[config.mk]
export PLATFORM = sky130hd
export DESIGN_NAME = ifetch
export DESIGN_NICKNAME = d
export VERILOG_FILES = /design/src/rtl/mycpu_pkg.sv /design/src/rtl/ifetch_pc_reg.sv /design/src/rtl/ifetch.sv
export SDC_FILE = /design/constraint.sdc
export NUM_CORES = 1
export LEC_CHECK = 0
export ABC_AREA = 0
export BUFFER_PORTS_ARGS = -buffer_cell sky130_fd_sc_hd__buf_2
export CORE_ASPECT_RATIO = 1.2
export CORE_MARGIN = 1.5
export CORE_UTILIZATION = 49
export CTS_BUF_LIST = sky130_fd_sc_hd__clkbuf_2 sky130_fd_sc_hd__clkbuf_4 sky130_fd_sc_hd__clkbuf_8
export DETAILED_ROUTE_END_ITERATION = 7
export PLACE_DENSITY = 0.82
export SLEW_MARGIN = 10
export SYNTH_ARGS = -nofsm -noshare
export SYNTH_HDL_FRONTEND = slang
export SYNTH_SLANG_ARGS = --single-unit
[constraint.sdc]
create_clock -name clk -period 1.9 [get_ports clk]
set_input_delay 0.475 -clock clk [delete_from_list [all_inputs] [get_ports clk]]
set_output_delay 0.475 -clock clk [all_outputs]
set_load 0.02 [all_outputs]
[src/rtl/mycpu_pkg.sv]
// Shared types and widths for the 16-bit core front end.
package mycpu_pkg;

  localparam int unsigned PC_W  = 16;
  localparam int unsigned TMO_W = 16;

  typedef logic [PC_W-1:0] pc_t;

  typedef enum logic [1:0] {
    FS_IDLE = 2'd0,
    FS_REQ  = 2'd1,
    FS_ERR  = 2'd2
  } fetch_state_t;

endpackage

[src/rtl/ifetch_pc_reg.sv]
// Program counter register: reset value, direct load, and fixed-step increment.
module pc_reg
  import mycpu_pkg::*;
#(
  parameter pc_t         RESET_PC = '0,
  parameter int unsigned PC_STEP  = 1
) (
  input  logic clk,
  input  logic rst_n,
  input  logic ld,
  input  pc_t  ld_val,
  input  logic inc,
  output pc_t  pc
);

  // Load wins over increment; the increment wraps modulo 2^PC_W.
  always_ff @(posedge clk or negedge rst_n) begin
    if (!rst_n) begin
      pc <= RESET_PC;
    end else if (ld) begin
      pc <= ld_val;
    end else if (inc) begin
      pc <= pc + PC_W'(PC_STEP);
    end
  end

endmodule

[src/rtl/ifetch.sv]
// Instruction fetch stage: owns the PC, fetches one word per request over req/ack,
// supports redirect/flush of an outstanding fetch and a sticky ack-timeout error.
module ifetch
  import mycpu_pkg::*;
#(
  parameter logic [15:0] RESET_PC = 16'h0000,
  parameter int unsigned PC_STEP  = 1,
  parameter int unsigned TIMEOUT  = 255
) (
  input  logic        clk,
  input  logic        rst_n,
  input  logic        fetch_req,
  input  logic        pc_ld,
  input  logic [15:0] pc_in,
  output logic        imem_req,
  output logic [15:0] imem_addr,
  input  logic        imem_ack,
  input  logic [15:0] imem_rdata,
  output logic [15:0] ins_out,
  output logic        il_out,
  output logic [15:0] pc_out,
  output logic        busy,
  output logic        fetch_err
);

  fetch_state_t     state, state_n;
  logic             req_n;
  pc_t              addr_n;
  pc_t              ins_n;
  logic             il_n;
  logic             err_n;
  logic             busy_n;
  logic             flush, flush_n;
  logic [TMO_W-1:0] tmo_cnt, tmo_n;
  logic             pc_ld_c;
  logic             pc_inc_c;
  logic             tmo_hit_c;
  pc_t              pc;

  pc_reg #(
    .RESET_PC (RESET_PC),
    .PC_STEP  (PC_STEP)
  ) u_pc_reg (
    .clk    (clk),
    .rst_n  (rst_n),
    .ld     (pc_ld_c),
    .ld_val (pc_in),
    .inc    (pc_inc_c),
    .pc     (pc)
  );

  assign pc_out    = pc;
  assign tmo_hit_c = (TIMEOUT != 0) && (tmo_cnt == TMO_W'(TIMEOUT - 1));

  always_ff @(posedge clk or negedge rst_n) begin
    if (!rst_n) begin
      state     <= FS_IDLE;
      imem_req  <= 1'b0;
      imem_addr <= '0;
      ins_out   <= '0;
      il_out    <= 1'b0;
      fetch_err <= 1'b0;
      busy      <= 1'b0;
      flush     <= 1'b0;
      tmo_cnt   <= '0;
    end else begin
      state     <= state_n;
      imem_req  <= req_n;
      imem_addr <= addr_n;
      ins_out   <= ins_n;
      il_out    <= il_n;
      fetch_err <= err_n;
      busy      <= busy_n;
      flush     <= flush_n;
      tmo_cnt   <= tmo_n;
    end
  end

  always_comb begin
    state_n  = state;
    req_n    = imem_req;
    addr_n   = imem_addr;
    ins_n    = ins_out;
    il_n     = 1'b0;
    err_n    = fetch_err;
    flush_n  = flush;
    tmo_n    = tmo_cnt;
    pc_ld_c  = 1'b0;
    pc_inc_c = 1'b0;

    unique case (state)
      FS_IDLE: begin
        pc_ld_c = pc_ld;
        if (fetch_req) begin
          addr_n  = pc_ld ? pc_in : pc;
          req_n   = 1'b1;
          flush_n = 1'b0;
          tmo_n   = '0;
          state_n = FS_REQ;
        end
      end

      FS_REQ: begin
        if (imem_ack) begin
          tmo_n = '0;
          // A redirect seen before or with the ack turns the response into a refetch.
          if (flush || pc_ld) begin
            pc_ld_c = pc_ld;
            addr_n  = pc_ld ? pc_in : pc;
            flush_n = 1'b0;
          end else begin
            ins_n    = imem_rdata;
            il_n     = 1'b1;
            pc_inc_c = 1'b1;
            req_n    = 1'b0;
            state_n  = FS_IDLE;
          end
        end else begin
          tmo_n = tmo_cnt + TMO_W'(1);
          if (pc_ld) begin
            pc_ld_c = 1'b1;
            flush_n = 1'b1;
          end
          if (tmo_hit_c) begin
            req_n   = 1'b0;
            err_n   = 1'b1;
            flush_n = 1'b0;
            state_n = FS_ERR;
          end
        end
      end

      FS_ERR: begin
        req_n = 1'b0;
      end

      default: begin
        req_n   = 1'b0;
        state_n = FS_IDLE;
      end
    endcase

    busy_n = (state_n == FS_REQ);
  end

endmodule
==> flow_summary_export.csv <==
group,metric,value,unit
job,max_cap_violations,0,
pwr,p_switching,2.071,mW
worst_setup_path,crit_fanout,4,
clock_network,htree_num_levels,3,
worst_setup_path,end_kind,"flip-flop",
min_path,hp-class,"input port to async pin",
pwr,p_clk_share,26.1,%
floorplanning,io_pins,89,
floorplanning,die-area,0.007472,mm^2
floorplanning,coreArea,0.006771,mm^2
pwr,total_power,5.651,mW
routing,post_drt_wl_per_cell,14.61,um
global_route,grt_pass1_vias,3023,
clock_network,numCtsBuffers,9,
floorplanning,die_y,94.40,um
synthesis,synth-seq-area-share,52.09,%
global_route,grtUsageTotal,24.59,%
final_layout,fill_cells,570,
pwr,p_sw_share,36.65,%
timing,min_period,1.866,ns
pwr,p_int,3.580,mW
synthesis,synth_edf_count,0,
clock_network,clk_pin_slew,0.08,ns
pwr,vdd_drop_max,934.0,uV
timing,fin_skew,0.01142,ns
clock_network,cts_root_buf,"clkbuf_8",
final_layout,nets,514,
pwr,pwr-share-comb,34.4,%
place,io_buffers,88,
synthesis,netlist_area,0.003411,mm^2
worst_setup_path,timing_worst_setup_path_type,"flip-flop to flip-flop",
place,gp_congestion,0.8403,
synthesis,syn_nets,398,
floorplanning,fp-row-count,33,
final_layout,layout_common_cells,"buf_2 (88), dfrtp_1 (70), nand2_1 (69)",
timing,post-route-period-util,98.19,%
synthesis,synthFlopType,"dfrtp_1",
pwr,p_seq_share,39.5,%
synthesis,synth.avg_cell_area,9.527,um^2
final_layout,antenna_cells,0,
place,dp_hpwl,6043,um
synthesis,synth_cell_types,46,
routing,drt_iter0_markers,158,
worst_setup_path,cp.required,2.14,ns
clock_network,holdBufCountCts,0,
final_layout,drive_above_1_share,31.17,%
routing,drtPass1Iterations,4,
routing,post_drt_via_cell_ratio,5.375,
routing,vias,3037,
synthesis,async_flop_share,100.0,%
timing,hold_violations,0,
clock_network,cts_tree,"done",
final_layout,final_common_cell,"buf_2",
routing,drtAntennaViolNets,0,
final_layout,area_delta_synth_final,30.59,%
timing,slew_headroom,63.74,%
routing,wl,8255,um
clock_network,cts_sinks,71,
clock_network,cts_max_path_buffers,2,
global_route,grt-ovfl-total,0,
worst_setup_path,crit_path_start_kind,"flip-flop",
timing,max_freq,536.0,MHz
pwr,powerDensity,1269,mW/mm^2
synthesis,yosysWarnings,0,
routing,drc,0,
synthesis,ys_ff_latch,71,
final_layout,fin_cells,565,
floorplanning,initial_utilization,50.37,%
timing,setup_viol,0,
clock_network,worstSkewPairLatency,0.35,ns
pwr,leakage,2.177,nW
synthesis,synth_cells,358,
timing,grt_setup_unrepaired,"yes",
worst_setup_path,worst-endpoint-arrival,2.10,ns
global_route,grt_pass1_wl,14130,um
status,status,"completed",
timing,tightest_slew,0.5428,ns
place,placed_cells,548,
global_route,antenna_found_initial,0,
floorplanning,die_w,79.16,um
timing,slew_viol_final,0,
global_route,grt_start_max_net_pins,35,
layer usage:
layer / routed length [um] / global-route usage [%] / up-vias
met3: 549 / 7.053 / 17
met5: 0 / 0 / -
met1: 3419 / 29.78 / 1433
met2: 4105 / 41.31 / 96
met4: 180 / 9.795 / 0
li1: - / - / 1491
metrics by stage:
stage               setup WS, ns  utilization [%]  area (um^2)  hold slack (ns)   TNS [ns]
finish                   0.03442            65.78         4454          0.07696          0
global route            -0.01147            65.78         4454           0.1067   -0.01147
CTS                    -0.008475            65.67         4447          0.08264  -0.008475
detailed placement       -0.1409            61.53         4167           0.4590    -0.5090
global placement        -0.04519            61.53         4167           0.4519   -0.04519
floorplan               0.006439                -         3411           0.1794          0
cell families (layout without fill, tap and decap cells):
kind of cell,count (synthesis),count (layout),synth area share (%)
AND/OR/NAND/NOR,162,162,23.48
buffers and inverters,24,144,2.861
multiplexers,16,16,4.695
adder cells (fa/ha/maj),3,3,1.101
XOR/XNOR,15,15,3.852
flip-flops,71,71,52.09
AO/OA/AOI/OAI,67,67,11.92
critical path, stage by stage, from the launching register on:
cell and delay, ns:
dfrtp_1 0.39, inv_2 0.08, ha_4 0.12, or4b_4 0.45, nor3_2 0.12, nand4_1 0.21
buf_4 0.21, a21o_1 0.17
worst paths after layout:
check / cells after the start / slack [ns] / endpoint / start
max: 7 / 0.03 / state[0] / tmo_cnt[0]
min: 1 / 0.08 / tmo_cnt[6] / rst_n
max reg2reg: 7 / 0.03 / state[0] / tmo_cnt[0]
min reg2reg: 2 / 0.48 / ins_out[12] / ins_out[12]
max in group asynchronous: 2 / 1.29 / ins_out[13] / rst_n
min in group clk: 3 / 0.32 / ins_out[15] / imem_rdata[15]
cell type report:
class	instances	area (um^2)	share of cell area [%]
Clock buffer	10	137.6	3.090
Clock inverter	5	106.4	2.388
Multi-Input combinational cell	263	1568	35.20
Sequential cell	71	1778	39.92
Inverter	8	30.03	0.6742
Timing Repair Buffer	121	725.7	16.29
Tap cell	87	108.9	2.444
cells in the mapped netlist, drive strengths merged (2+ instances only):
cell type / count / area [um^2]
a21o: 3 / 22.52
a31oi: 4 / 25.02
xnor2: 7 / 61.31
nand2: 69 / 259.0
nor3: 6 / 41.29
nor4: 2 / 12.51
and3: 6 / 37.54
or4b: 2 / 23.77
dfrtp: 71 / 1777
or4: 7 / 52.55
o21ai: 12 / 60.06
inv: 8 / 30.03
nand4: 10 / 68.81
or3: 3 / 18.77
o211ai: 2 / 15.01
nor2: 33 / 123.9
clkbuf: 9 / 33.78
a21oi: 28 / 140.1
xor2: 8 / 70.07
and4: 2 / 17.52
ha: 3 / 37.54
buf: 7 / 33.78
o31ai: 7 / 52.55
and2: 2 / 12.51
nand2b: 3 / 18.77
mux2i: 16 / 160.2
nand3: 12 / 60.06
o22ai: 2 / 12.51
power by group through the flow:
stage	registers [mW]	clock network, mW	logic (mW)
6_report	2.23	1.47	1.95
5_1_grt	2.29	1.56	2.14
4_1_cts	2.23	1.50	1.96
3_5_place_dp	2.24	0	1.93
3_3_place_gp	2.23	0	1.87
2_1_floorplan	2.71	0	0.667
what timing repair did:
action | CTS | global route
buffers inserted | 2 | 0
resized for setup | 5 | 2
endpoints found under the hold margin | 0 | 0
pin swaps | 3 | 2
setup endpoints to repair | 5 | 5
Power figures use the tool's default switching activity.
